==> src/rtl/needs_engine.sv <==
// Virtual-pet needs engine: six 4-bit needs decaying on a prescaled tick, driven by user care actions.
// Optional NEEDS_SICKNESS_EN: extra health decay on every tick while registered hygiene >= 12.
module needs_engine #(
    parameter logic [23:0] TICK_DIV    = 24'd12_000_000,
    parameter logic [3:0]  ACTION_STEP = 4'd4
) (
    input  logic       clk,
    input  logic       rst,
    input  logic       action_valid,
    input  logic [2:0] action_code,
    output logic       action_ready,
    output logic [3:0] hunger,
    output logic [3:0] happiness,
    output logic [3:0] health,
    output logic [3:0] hygiene,
    output logic [3:0] energy,
    output logic [3:0] social,
    output logic       sleeping,
    output logic       dead
);
    typedef enum logic [1:0] {ST_ALIVE, ST_SLEEPING, ST_DEAD} state_t;

    localparam logic [2:0] A_FEED  = 3'd0;
    localparam logic [2:0] A_PLAY  = 3'd1;
    localparam logic [2:0] A_HEAL  = 3'd2;
    localparam logic [2:0] A_CLEAN = 3'd3;
    localparam logic [2:0] A_SLEEP = 3'd4;
    localparam logic [2:0] A_WAKE  = 3'd5;
    localparam logic [2:0] A_TALK  = 3'd6;

    state_t      r_state, w_next;
    logic [23:0] r_presc;
    logic [1:0]  r_tcnt;
    logic [3:0]  r_hunger, r_happy, r_health, r_hygiene, r_energy, r_social;
    logic        w_any15, w_run, w_tick, w_accept, w_act_alive;
    logic [3:0]  w_inc_hun, w_inc_hap, w_inc_hea, w_inc_hyg, w_inc_ene, w_inc_soc;
    logic [3:0]  w_dec_hun, w_dec_hap, w_dec_hea, w_dec_hyg, w_dec_ene, w_dec_soc;

    // Tick and action contributions are summed in one signed step so they cannot wrap.
    function automatic logic [3:0] f_sat(input logic [3:0] old, input logic [3:0] inc,
                                         input logic [3:0] dec);
        logic signed [5:0] v;
        v = $signed({2'b00, old}) + $signed({2'b00, inc}) - $signed({2'b00, dec});
        if (v < 6'sd0)       f_sat = 4'd0;
        else if (v > 6'sd15) f_sat = 4'd15;
        else                 f_sat = v[3:0];
    endfunction

    assign w_any15 = (r_hunger == 4'd15) || (r_happy == 4'd15) || (r_health == 4'd15) ||
                     (r_hygiene == 4'd15) || (r_energy == 4'd15) || (r_social == 4'd15);
    // A fatal need freezes everything in the cycle before DEAD is entered.
    assign w_run       = (r_state != ST_DEAD) && !w_any15;
    assign w_tick      = w_run && (r_presc == TICK_DIV - 24'd1);
    assign w_accept    = action_valid && action_ready;
    assign w_act_alive = w_accept && w_run && (r_state == ST_ALIVE);

    always_comb begin
        w_inc_hun = 4'd0; w_inc_hap = 4'd0; w_inc_hea = 4'd0;
        w_inc_hyg = 4'd0; w_inc_ene = 4'd0; w_inc_soc = 4'd0;
        w_dec_hun = 4'd0; w_dec_hap = 4'd0; w_dec_hea = 4'd0;
        w_dec_hyg = 4'd0; w_dec_ene = 4'd0; w_dec_soc = 4'd0;
        if (w_tick) begin
            w_inc_hun = 4'd1;
            if (r_tcnt[0]) begin
                w_inc_hap = 4'd1;
                w_inc_hyg = 4'd1;
                w_inc_soc = 4'd1;
            end
            if (r_tcnt == 2'd3) w_inc_hea = 4'd1;
`ifdef NEEDS_SICKNESS_EN
            if (r_hygiene >= 4'd12) w_inc_hea = w_inc_hea + 4'd1;
`endif
            if (r_state == ST_SLEEPING) w_dec_ene = 4'd1;
            else                        w_inc_ene = 4'd1;
        end
        if (w_act_alive) begin
            case (action_code)
                A_FEED:  w_dec_hun = ACTION_STEP;
                A_HEAL:  w_dec_hea = ACTION_STEP;
                A_CLEAN: w_dec_hyg = ACTION_STEP;
                A_TALK:  w_dec_soc = ACTION_STEP;
                A_PLAY: begin
                    w_dec_hap = ACTION_STEP;
                    w_inc_ene = w_inc_ene + 4'd1;
                end
                default: ;
            endcase
        end
    end

    always_ff @(posedge clk or posedge rst) begin
        if (rst) begin
            r_presc   <= '0;
            r_tcnt    <= '0;
            r_hunger  <= '0;
            r_happy   <= '0;
            r_health  <= '0;
            r_hygiene <= '0;
            r_energy  <= '0;
            r_social  <= '0;
        end else if (w_run) begin
            r_presc   <= w_tick ? 24'd0 : r_presc + 24'd1;
            r_tcnt    <= r_tcnt + {1'b0, w_tick};
            r_hunger  <= f_sat(r_hunger,  w_inc_hun, w_dec_hun);
            r_happy   <= f_sat(r_happy,   w_inc_hap, w_dec_hap);
            r_health  <= f_sat(r_health,  w_inc_hea, w_dec_hea);
            r_hygiene <= f_sat(r_hygiene, w_inc_hyg, w_dec_hyg);
            r_energy  <= f_sat(r_energy,  w_inc_ene, w_dec_ene);
            r_social  <= f_sat(r_social,  w_inc_soc, w_dec_soc);
        end
    end

    always_ff @(posedge clk or posedge rst) begin
        if (rst) r_state <= ST_ALIVE;
        else     r_state <= w_next;
    end

    always_comb begin
        w_next = r_state;
        case (r_state)
            ST_ALIVE: begin
                if (w_any15) w_next = ST_DEAD;
                else if (w_accept && action_code == A_SLEEP) w_next = ST_SLEEPING;
            end
            ST_SLEEPING: begin
                if (w_any15) w_next = ST_DEAD;
                else if ((w_accept && action_code == A_WAKE) || r_energy == 4'd0) w_next = ST_ALIVE;
            end
            default: w_next = ST_DEAD;
        endcase
    end

    always_comb begin
        action_ready = (r_state != ST_DEAD);
        sleeping     = (r_state == ST_SLEEPING);
        dead         = (r_state == ST_DEAD);
    end

    assign hunger    = r_hunger;
    assign happiness = r_happy;
    assign health    = r_health;
    assign hygiene   = r_hygiene;
    assign energy    = r_energy;
    assign social    = r_social;
endmodule

==> config.mk <==
export PLATFORM = sky130hd
export DESIGN_NAME = needs_engine
export DESIGN_NICKNAME = d
export VERILOG_FILES = /design/src/rtl/needs_engine.sv
export SDC_FILE = /design/constraint.sdc
export NUM_CORES = 1
export LEC_CHECK = 0
export BUFFER_PORTS_ARGS = -buffer_cell sky130_fd_sc_hd__buf_2
export CAP_MARGIN = 20
export CORE_UTILIZATION = 55
export CTS_CLUSTER_DIAMETER = 200
export DETAILED_ROUTE_END_ITERATION = 12
export PLACE_DENSITY = 0.79
export SLEW_MARGIN = 30
export SYNTH_ARGS = -nofsm -noshare
export SYNTH_HDL_FRONTEND = slang
export SYNTH_SLANG_ARGS = --single-unit
==> constraint.sdc <==
create_clock -name clk -period 3.5 [get_ports clk]
set_input_delay 0.35 -clock clk [delete_from_list [all_inputs] [get_ports clk]]
set_output_delay 0.35 -clock clk [all_outputs]
set_load 0.005 [all_outputs]
Yosys cells after proc, flatten, opt, wreduce, memory -nomap -nowiden:

Index checks and enable logic that the tools add are counted.

* $add $sub $neg: 15
* magnitude comparators: 12
* eq/ne operators: 19
* mux-type cells: 39
* reduce and logical (&&, ||, !) cells: 18

Operators by type and width (count)
* $mux W4: 14
* $gt A6 B5 Y1 const B: 6
* $lt A6 B1 Y1 const B: 6
* $sub A5 B4 Y6: 6
* $add A4 B4 Y5: 6
* $mux W3: 10
* $add A24 B1 Y24 const B: 1
* $eq A24 B24 Y1 const B: 1
* $eq A4 B4 Y1 const B: 6
* $mux W24: 1
* $eq A3 B3 Y1 const B: 3
* $mux W1: 9
* $mux W2: 4
* $logic_and A1 B1 Y1: 7
* $eq A3 B2 Y1 const B: 2
* $logic_or A1 B1 Y1: 6
* $add A4 B1 Y4 const B: 1
* $eq A2 B2 Y1 const B: 2
* $logic_not A4 Y1: 1
* $pmux W2 S2: 1
* $eq A3 B1 Y1 const B: 1
* $logic_not A3 Y1: 1
* $ne A3 B1 Y1 const B: 1
* $ne A3 B2 Y1 const B: 1
* 6 further kinds: 6

* register bits: 52
* bits of input ports: 6
* output and inout port bits: 27
* logic and storage cells: 112

Logic depth before layout (Yosys ltp):

Gate-level depths: netlist of run 1.

* word-level depth: 18
* depth in mapped cells: 19
* gate-level depth less buffers: 17

Worst setup path before layout of run 1:

OpenSTA, ideal clock, no wires.

* path kind: reg-to-reg
* start: register r_energy[2] (netlist: energy[2])
* end: register r_energy[2] (netlist: energy[2])
* library setup time: 0.121 ns
* arrival: 3.607 ns
* data required time: 3.379 ns
* path slack: -0.228 ns
* stages on the path, launching flop included: 20
* path buffers: 2
* period minus slack after synthesis: 3.728 ns
* cell sequence: dfrtp_1 ha_1 nand3_1 nand4_1 or2_2 buf_6 clkbuf_1 nor3_1 ha_1 a21oi_1 ha_1 inv_1 ha_1 inv_1 fa_1 nand2b_1 a21oi_1 or3_1 nand3_1 a22o_1

* longest elaborated chain between the ends: 15
* elaborated cells between the ends (all ways): 19
* those cells by class: 3 x add/sub; 2 x order compare; 1 x eq/ne; 6 x mux; 7 x reduce/logical

Ends and longest elaborated chain
* start: declaration: line 34 `logic [3:0] r_hunger, r_happy, r_health, r_hygiene, r_energy, r_social;`
* start signal: assignment: line 108 `r_energy <= f_sat(r_energy, w_inc_ene, w_dec_ene);`
* $eq A4 B4 Y1: line 50 `(r_hygiene == 4'd15) || (r_energy == 4'd15) || (r_social == 4'd15);`
* $logic_or A1 B1 Y1 (2 in series): line 50
* $logic_not A1 Y1: line 52 `assign w_run = (r_state != ST_DEAD) && !w_any15;`
* $logic_and A1 B1 Y1: line 52
* $logic_and A1 B1 Y1: line 53 `assign w_tick = w_run && (r_presc == TICK_DIV - 24'd1);`
* $mux W1: line 62 `if (w_tick) begin`
* $add A4 B1 Y4: line 84 `w_inc_ene = w_inc_ene + 4'd1;`
* $mux W4: line 77 `case (action_code)`
* $mux W4: line 76 `if (w_act_alive) begin`
* $add A4 B4 Y5: line 43 `v = $signed({2'b00, old}) + $signed({2'b00, inc}) - $signed({2'b00, dec});`
* $sub A5 B4 Y6: line 43
* $gt A6 B5 Y1: line 45 `else if (v > 6'sd15) f_sat = 4'd15;`
* $mux W4: line 45
* $mux W4: line 44 `if (v < 6'sd0) f_sat = 4'd0;`

Several ways; a longest one is shown, not always the timed one.
A chain may end at the register's enable or synchronous reset.

Worst setup path in the final report of run 1:

* start: register r_presc[14]
* end: register r_energy[2] (netlist: energy[2])

* longest elaborated chain between the ends: 11
* elaborated cells between the ends (all ways): 13
* those cells by class: 3 x add/sub; 2 x order compare; 1 x eq/ne; 6 x mux; 1 x reduce/logical

Ends and longest elaborated chain
* start: declaration: line 32 `logic [23:0] r_presc;`
* start signal: assignment: line 102 `r_presc <= w_tick ? 24'd0 : r_presc + 24'd1;`
* $eq A24 B24 Y1 (*): line 53
* $logic_and A1 B1 Y1 (*): line 53
* $mux W1: line 62
* $add A4 B1 Y4: line 84
* $mux W4: line 77
* $mux W4: line 76
* $add A4 B4 Y5: line 43
* $sub A5 B4 Y6 (*): line 43
* $gt A6 B5 Y1: line 45
* $mux W4: line 45
* $mux W4 (*): line 44

Mark *: on every way between the ends. The rest lies on a longest branch, timed or not.

==> flow_summary.yaml, run 1 <==
status:
  status: "finished with violations"
  violations: "design-rule violations"
drt:
  via_per_inst: 6.08
  ant_nets: 0
  drt_pass1_iterations: 9
  wl_um: 8710
  wire_per_inst_um: 16.0
  drc: 2
  vias: 3319
  drt_iter0_markers: 280
global_route:
  grt_pass1_wl_um: 14100
  grt_usage: 0.241
  grt_pass1_vias: 3107
  overflow: 0
  grt_max_degree: 53
  antenna_found_initial: 0
cts:
  cts_tree: "yes"
  clock_path_buffers: 2
  cts_max_level: 2
  clock_tree.root_cell: "clkbuf_8"
  clk_latency_ns: 0.30
  numCtsBuffers: 5
  cts_sinks: 52
  clk_pin_slew_ns: 0.09
cells_and_area:
  finish.net_count: 527
  final_util: 0.696
  final_area_um2: 4520
  antenna_cells: 0
  finalNonFillerCells: 546
  syn2layout_area_growth_pct: 20.1
  final_layout_size_suffix_gt1_frac: 0.239
die:
  ios: 33
  fp.dieH_um: 84.7
  initial_core_util: 0.579
  num_rows: 29
  die-area_um2: 7180
  coreArea_um2: 6490
  die_w_um: 84.7
setup_path:
  critical_path_required_ns: 3.69
  path_class: "register to register"
  critPathTopFamily: "simple AND/OR/NAND/NOR gates"
  cp_cell_sequence: "buf_4 > nor4_2 > nand4_1 > nor3_2 > ha_1 > a21oi_2 > ha_1 > inv_2 > ha_4 > inv_2 > fa_2 > nand2b_4 > a21oi_2 > or3_4 > nand3_1 > a22o_1"
  critPathArrivalTime_ns: 3.61
  critPathMaxStageDelay_ns: 0.40
  crit_fanout: 6
  path_buf_inv: 3
  slowest_stage: "dfrtp_1"
  r2r-start: "r_presc[14]"
  end_kind: "register"
  timing.reg2reg.setup_slack_ns: 0.08
  worst-path-stages: 16
  start_kind: "register"
  timing.rr.end: "energy[2]"
  ff2ff_path_depth: 16
power_and_ir_drop:
  swShare: 0.205
  p_per_area_nw_per_um2: 227
  leakage_nw: 2.06
  power_switching_mw: 0.210
  peakVddDrop_mv: 0.154
  p_int_mw: 0.817
  p_seq_frac: 0.584
  clkPwrFrac: 0.396
  pwr-share-comb: 0.020
timing:
  slew_headroom: 0.588
  final-setup-viol-count: 0
  clock.fmax_mhz: 292
  skew_ns: 0.0117
  fin_crit_sh: 0.977
  min_period_ns: 3.42
  tns_ns: 0
  worstMarginPinSlew_ns: 0.618
  rsz0062_at_grt: "true"
  finalMaxSlewViolations: 0
  hold_viol: 0
synth:
  syn-num-nets: 460
  yosys_register_bits: 52
  synth.area.top_cells: "dfrtp_1 35%, ha_1 17%, xnor2_1 7.0%"
  async_flop_share: 1.00
  netlist_top_cells_count: "52 x dfrtp_1, 52 x ha_1, 43 x inv_1, 36 x nand2_1, 30 x xnor2_1"
  synth_cells: 401
  synth_cell_types: 43
  yosysWarnings: 0
  synth-edff-count: 0
  ys.flop_type: "dfrtp_1"
  syn_area_per_cell_um2: 9.39
  syn_area_um2: 3760
  yosysSeqAreaShare: 0.346
  synth.top_cell.area_share: 0.346
  yosysTopAreaCell: "dfrtp_1"
placed_design:
  routabilityCongestion: 0.877
  portBuffers: 32
  dpl.cell_count: 524
  hpwl_um: 6090
  placed_area_um2: 4150
run:
  max_cap_violations: 0
worst_hold_path:
  worstHoldPathType: "input port to asynchronous set/reset pin"
-- through the flow --
stage	power (mW)	setup slack, ns	hold WS (ns)
4_1_cts	1.03	0.000201	0.158
3_3_place_gp	0.632	0.00283	0.454
5_1_grt	1.06	-0.102	0.176
3_5_place_dp	0.633	0.00531	0.460
2_1_floorplan	0.624	0.0129	0.437
6_report	1.03	0.0801	0.125
-- metal layers --
layer	global-route usage	up-vias	wire length, µm
met4	0.0570	0	124
met5	0	-	0
met3	0.0265	15	442
met1	0.323	1615	3850
met2	0.421	139	4300
li1	-	1550	-
-- how the worst max path moves through the flow --
stage / from / to / slack (ns)
after floorplan: energy[2] / energy[3] / 0.01
after global placement: energy[2] / energy[2] / 0.003
after detailed placement: energy[2] / energy[1] / 0.005
after CTS: energy[2] / social[1] / 0.0002
after global routing: r_presc[0] / energy[3] / -0.10
final: r_presc[14] / energy[2] / 0.08
-- registers in the layout (all words and copies together), names as in the netlist --
signal / flops
energy: 4
happiness: 4
health: 4
hunger: 4
hygiene: 4
r_presc: 24
r_state: 2
r_tcnt: 2
social: 4
-- cells by family after synthesis --
kind of cell	Yosys count	synth area share
compound gates	60	0.114
xor+xnor	34	0.0791
fa+ha+maj	53	0.178
buf+inv	53	0.0615
flops	52	0.346
mux	1	0.00266
simple gates	148	0.218
-- power by group through the flow --
stage          clock network [mW]  logic, mW  registers [mW]
2_1_floorplan                   0     0.0115           0.612
3_3_place_gp                    0     0.0196           0.612
3_5_place_dp                    0     0.0209           0.612
4_1_cts                     0.409     0.0210           0.600
5_1_grt                     0.436     0.0238           0.600
6_report                    0.406     0.0207           0.600
-- layout by cell type, fill, tap and decap left out, types with 3 or more instances in the layout --
cell / count
ha_1: 48
nor4_4: 3
a21oi_1: 16
or4_1: 4
nand3_2: 4
buf_2: 32
nor3_1: 6
dfrtp_1: 49
dfrtp_2: 3
xor2_1: 4
nand3_1: 10
a211oi_1: 5
nor2_1: 17
nand3b_1: 3
nor4_1: 10
xnor2_2: 4
nand2_1: 35
and2_1: 5
nand4_1: 17
clkbuf_8: 5
and4_1: 3
inv_1: 40
ha_2: 3
or3_4: 3
buf_4: 36
o31ai_1: 3
xnor2_1: 26
nand2b_1: 9
o21bai_1: 5
a22o_1: 24
-- area by class of cell --
type / count / area (µm²)
Multi-Input combinational cell: 296 / 2400
Fill cell: 445 / 1970
Sequential cell: 52 / 1310
Timing Repair Buffer: 70 / 453
Inverter: 43 / 164
Tap cell: 77 / 96.3
Clock buffer: 6 / 72.6
Clock inverter: 2 / 35.0
-- timing repair --
action | 4_1_cts | 5_1_grt
buffers inserted | 0 | 14
pin swaps | 1 | 15
resized for setup | 2 | 30
cloned | 0 | 0
endpoints found under the setup margin | 4 | 24
hold buffers | 0 | 0
(Power assumes the default switching activity.)
==> run 2: changes to the inputs <==
- CAP_MARGIN: 20 -> unset
- PLACE_DENSITY: 0.79 -> 0.76
- clock period: 3.5 -> 3.29 ns (I/O delays scaled with it)
==> run 2 against run 1 <==
  * The run ends with negative setup slack left
  * Worst setup slack lost 0.099 ns
  * Non-clock buffer count increased by 29
  * Largest cell class unchanged
  * Register-to-register slack got worse by 0.099 ns
  * Critical path depth decreased by 1
  * Die area is the same
==> flow_summary.yaml, run 2 (synthesis gave the netlist of run 1 again) <==
die:
  coreArea_um2: 6490
  ios: 33
  fp.dieH_um: 84.7
  num_rows: 29
  die-area_um2: 7180
  die_w_um: 84.7
  initial_core_util: 0.579
setup_path:
  ff2ff_path_depth: 15
  start_kind: "register"
  timing.rr.end: "energy[2]"
  crit_fanout: 4
  critPathMaxStageDelay_ns: 0.54
  critPathArrivalTime_ns: 3.51
  slowest_stage: "or4b_4"
  r2r-start: "r_presc[19]"
  cp-endpoint: "energy[2]"
  crit_start: "r_presc[19]"
  worst-path-stages: 15
  timing.reg2reg.setup_slack_ns: -0.02
  end_kind: "register"
  path_buf_inv: 2
  cp_cell_sequence: "or4b_4 > nor4_2 > nand3_1 > nor4_2 > a21oi_2 > ha_1 > inv_2 > ha_4 > inv_2 > fa_2 > nand2b_4 > a21oi_2 > or3_4 > nand3_2 > a22o_1"
  path_class: "register to register"
  critPathTopFamily: "simple AND/OR/NAND/NOR gates"
  critical_path_required_ns: 3.49
global_route:
  overflow: 0
  top_usage_layer: "met2"
  grt_usage: 0.263
  grt_pass1_wl_um: 15100
  use_met2: 0.455
  grt_max_degree: 53
  grt_util_met3: 0.0374
  antenna_found_initial: 0
  grt_pass1_vias: 3219
  grt_use_met1: 0.352
timing:
  worstMarginPinSlew_ns: 0.640
  slew_headroom: 0.574
  timing.final.ws_setup_ns: -0.0187
  final-setup-viol-count: 4
  min_period_ns: 3.31
  hold_viol: 0
  skew_ns: 0.00686
  clock.fmax_mhz: 302
  finalMaxSlewViolations: 0
  fin_crit_sh: 1.01
  holdWs_ns: 0.115
  rsz0062_at_grt: "true"
cells_and_area:
  n_fill_cell: 457
  regMostFlops: "r_presc"
  antenna_cells: 0
  final_area_um2: 4760
  finish.net_count: 556
  final_layout_size_suffix_gt1_frac: 0.282
  layout_common_cells: "65 x buf_4, 52 x dfrtp_1, 47 x ha_1"
  syn2layout_area_growth_pct: 26.5
  multiInputGateArea_um2: 2430
  final_common_cell: "buf_4"
  register_area_um2: 1300
  largest_register_ffs: 24
  finalNonFillerCells: 573
placed_design:
  portBuffers: 32
  dp_slack_ns: -0.298
  hpwl_um: 6580
  dpl.cell_count: 558
  placed_area_um2: 4420
  routabilityCongestion: 0.896
cts:
  cts_tree: "yes"
  cts_sinks: 52
  clock_path_buffers: 2
  clock_tree.root_cell: "clkbuf_8"
  cts_max_level: 2
  numCtsBuffers: 5
  clk_latency_ns: 0.31
  clk_pin_slew_ns: 0.09
power_and_ir_drop:
  clkPwrFrac: 0.389
  power_switching_mw: 0.218
  p_seq_frac: 0.591
  p_per_area_nw_per_um2: 227
  power_mw: 1.08
  pwr-share-comb: 0.020
  swShare: 0.202
  peakVddDrop_mv: 0.138
  p_int_mw: 0.861
  leakage_nw: 2.19
status:
  status: "finished with violations"
  violations: "negative setup slack"
drt:
  via_per_inst: 5.85
  wire_per_inst_um: 15.9
  drt_iter0_markers: 195
  vias: 3351
  drc: 0
  ant_nets: 0
  wl_um: 9100
  drt_pass1_iterations: 6
run:
  max_cap_violations: 0
worst_hold_path:
  worstHoldPathType: "input port to asynchronous set/reset pin"
[run 2: worst register-to-register path, cell delays in order (launching register included)]
cell and delay (ns):
dfrtp_1 0.41, or4b_4 0.55, nor4_2 0.18, nand3_1 0.17, nor4_2 0.32, a21oi_2 0.05, ha_1 0.28, inv_2 0.07
ha_4 0.13, inv_2 0.03, fa_2 0.33, nand2b_4 0.15, a21oi_2 0.12, or3_4 0.15, nand3_2 0.06, a22o_1 0.19
[run 2: cell type report]
type	instances	area share
multi-input cells	296	0.510
repair buffers	99	0.141
well taps	77	0.0202
clock buffers	5	0.0145
clock inverters	1	0.00631
inverters	43	0.0344
flip-flops and latches	52	0.273
[run 2: through the flow]
step / utilization / setup TNS (ns)
3_5_place_dp: 0.680 / -3.45
6_report: 0.733 / -0.0422
5_1_grt: 0.733 / -1.92
2_1_floorplan: - / -0.557
3_3_place_gp: 0.680 / -2.07
4_1_cts: 0.714 / -0.345
[run 2: what timing repair did]
action | 4_1_cts | 5_1_grt
buffers inserted | 5 | 4
gates resized for setup | 17 | 13
cloned | 0 | 0
hold buffers | 0 | 0
endpoints found under the setup margin | 20 | 24
pin swaps | 20 | 15
[run 2: per-layer routing]
layer,share of wire,wire (µm),up-vias
met5,0,0,-
met1,0.45,4080,1603
met4,0.012,113,0
met3,0.048,438,13
li1,-,-,1611
met2,0.49,4470,124
[run 2: worst min-delay path by stage]
stage	from	endpoint	slack, ns	cells past startpoint
after detailed placement	rst	happiness[0]	0.47	2
final	rst	r_presc[18]	0.11	2
after floorplan	action_code[0]	r_state[0]	0.44	1
after global placement	r_tcnt[1]	r_tcnt[1]	0.45	1
after CTS	rst	happiness[1]	0.14	2
after global routing	rst	hygiene[3]	0.17	2
[run 2: power by group through the flow]
stage	logic [mW]	registers [mW]	clock network, mW
after floorplan	0.0123	0.651	0
after global placement	0.0207	0.651	0
after detailed placement	0.0220	0.651	0
after CTS	0.0220	0.638	0.424
after global routing	0.0249	0.639	0.445
final	0.0214	0.638	0.420
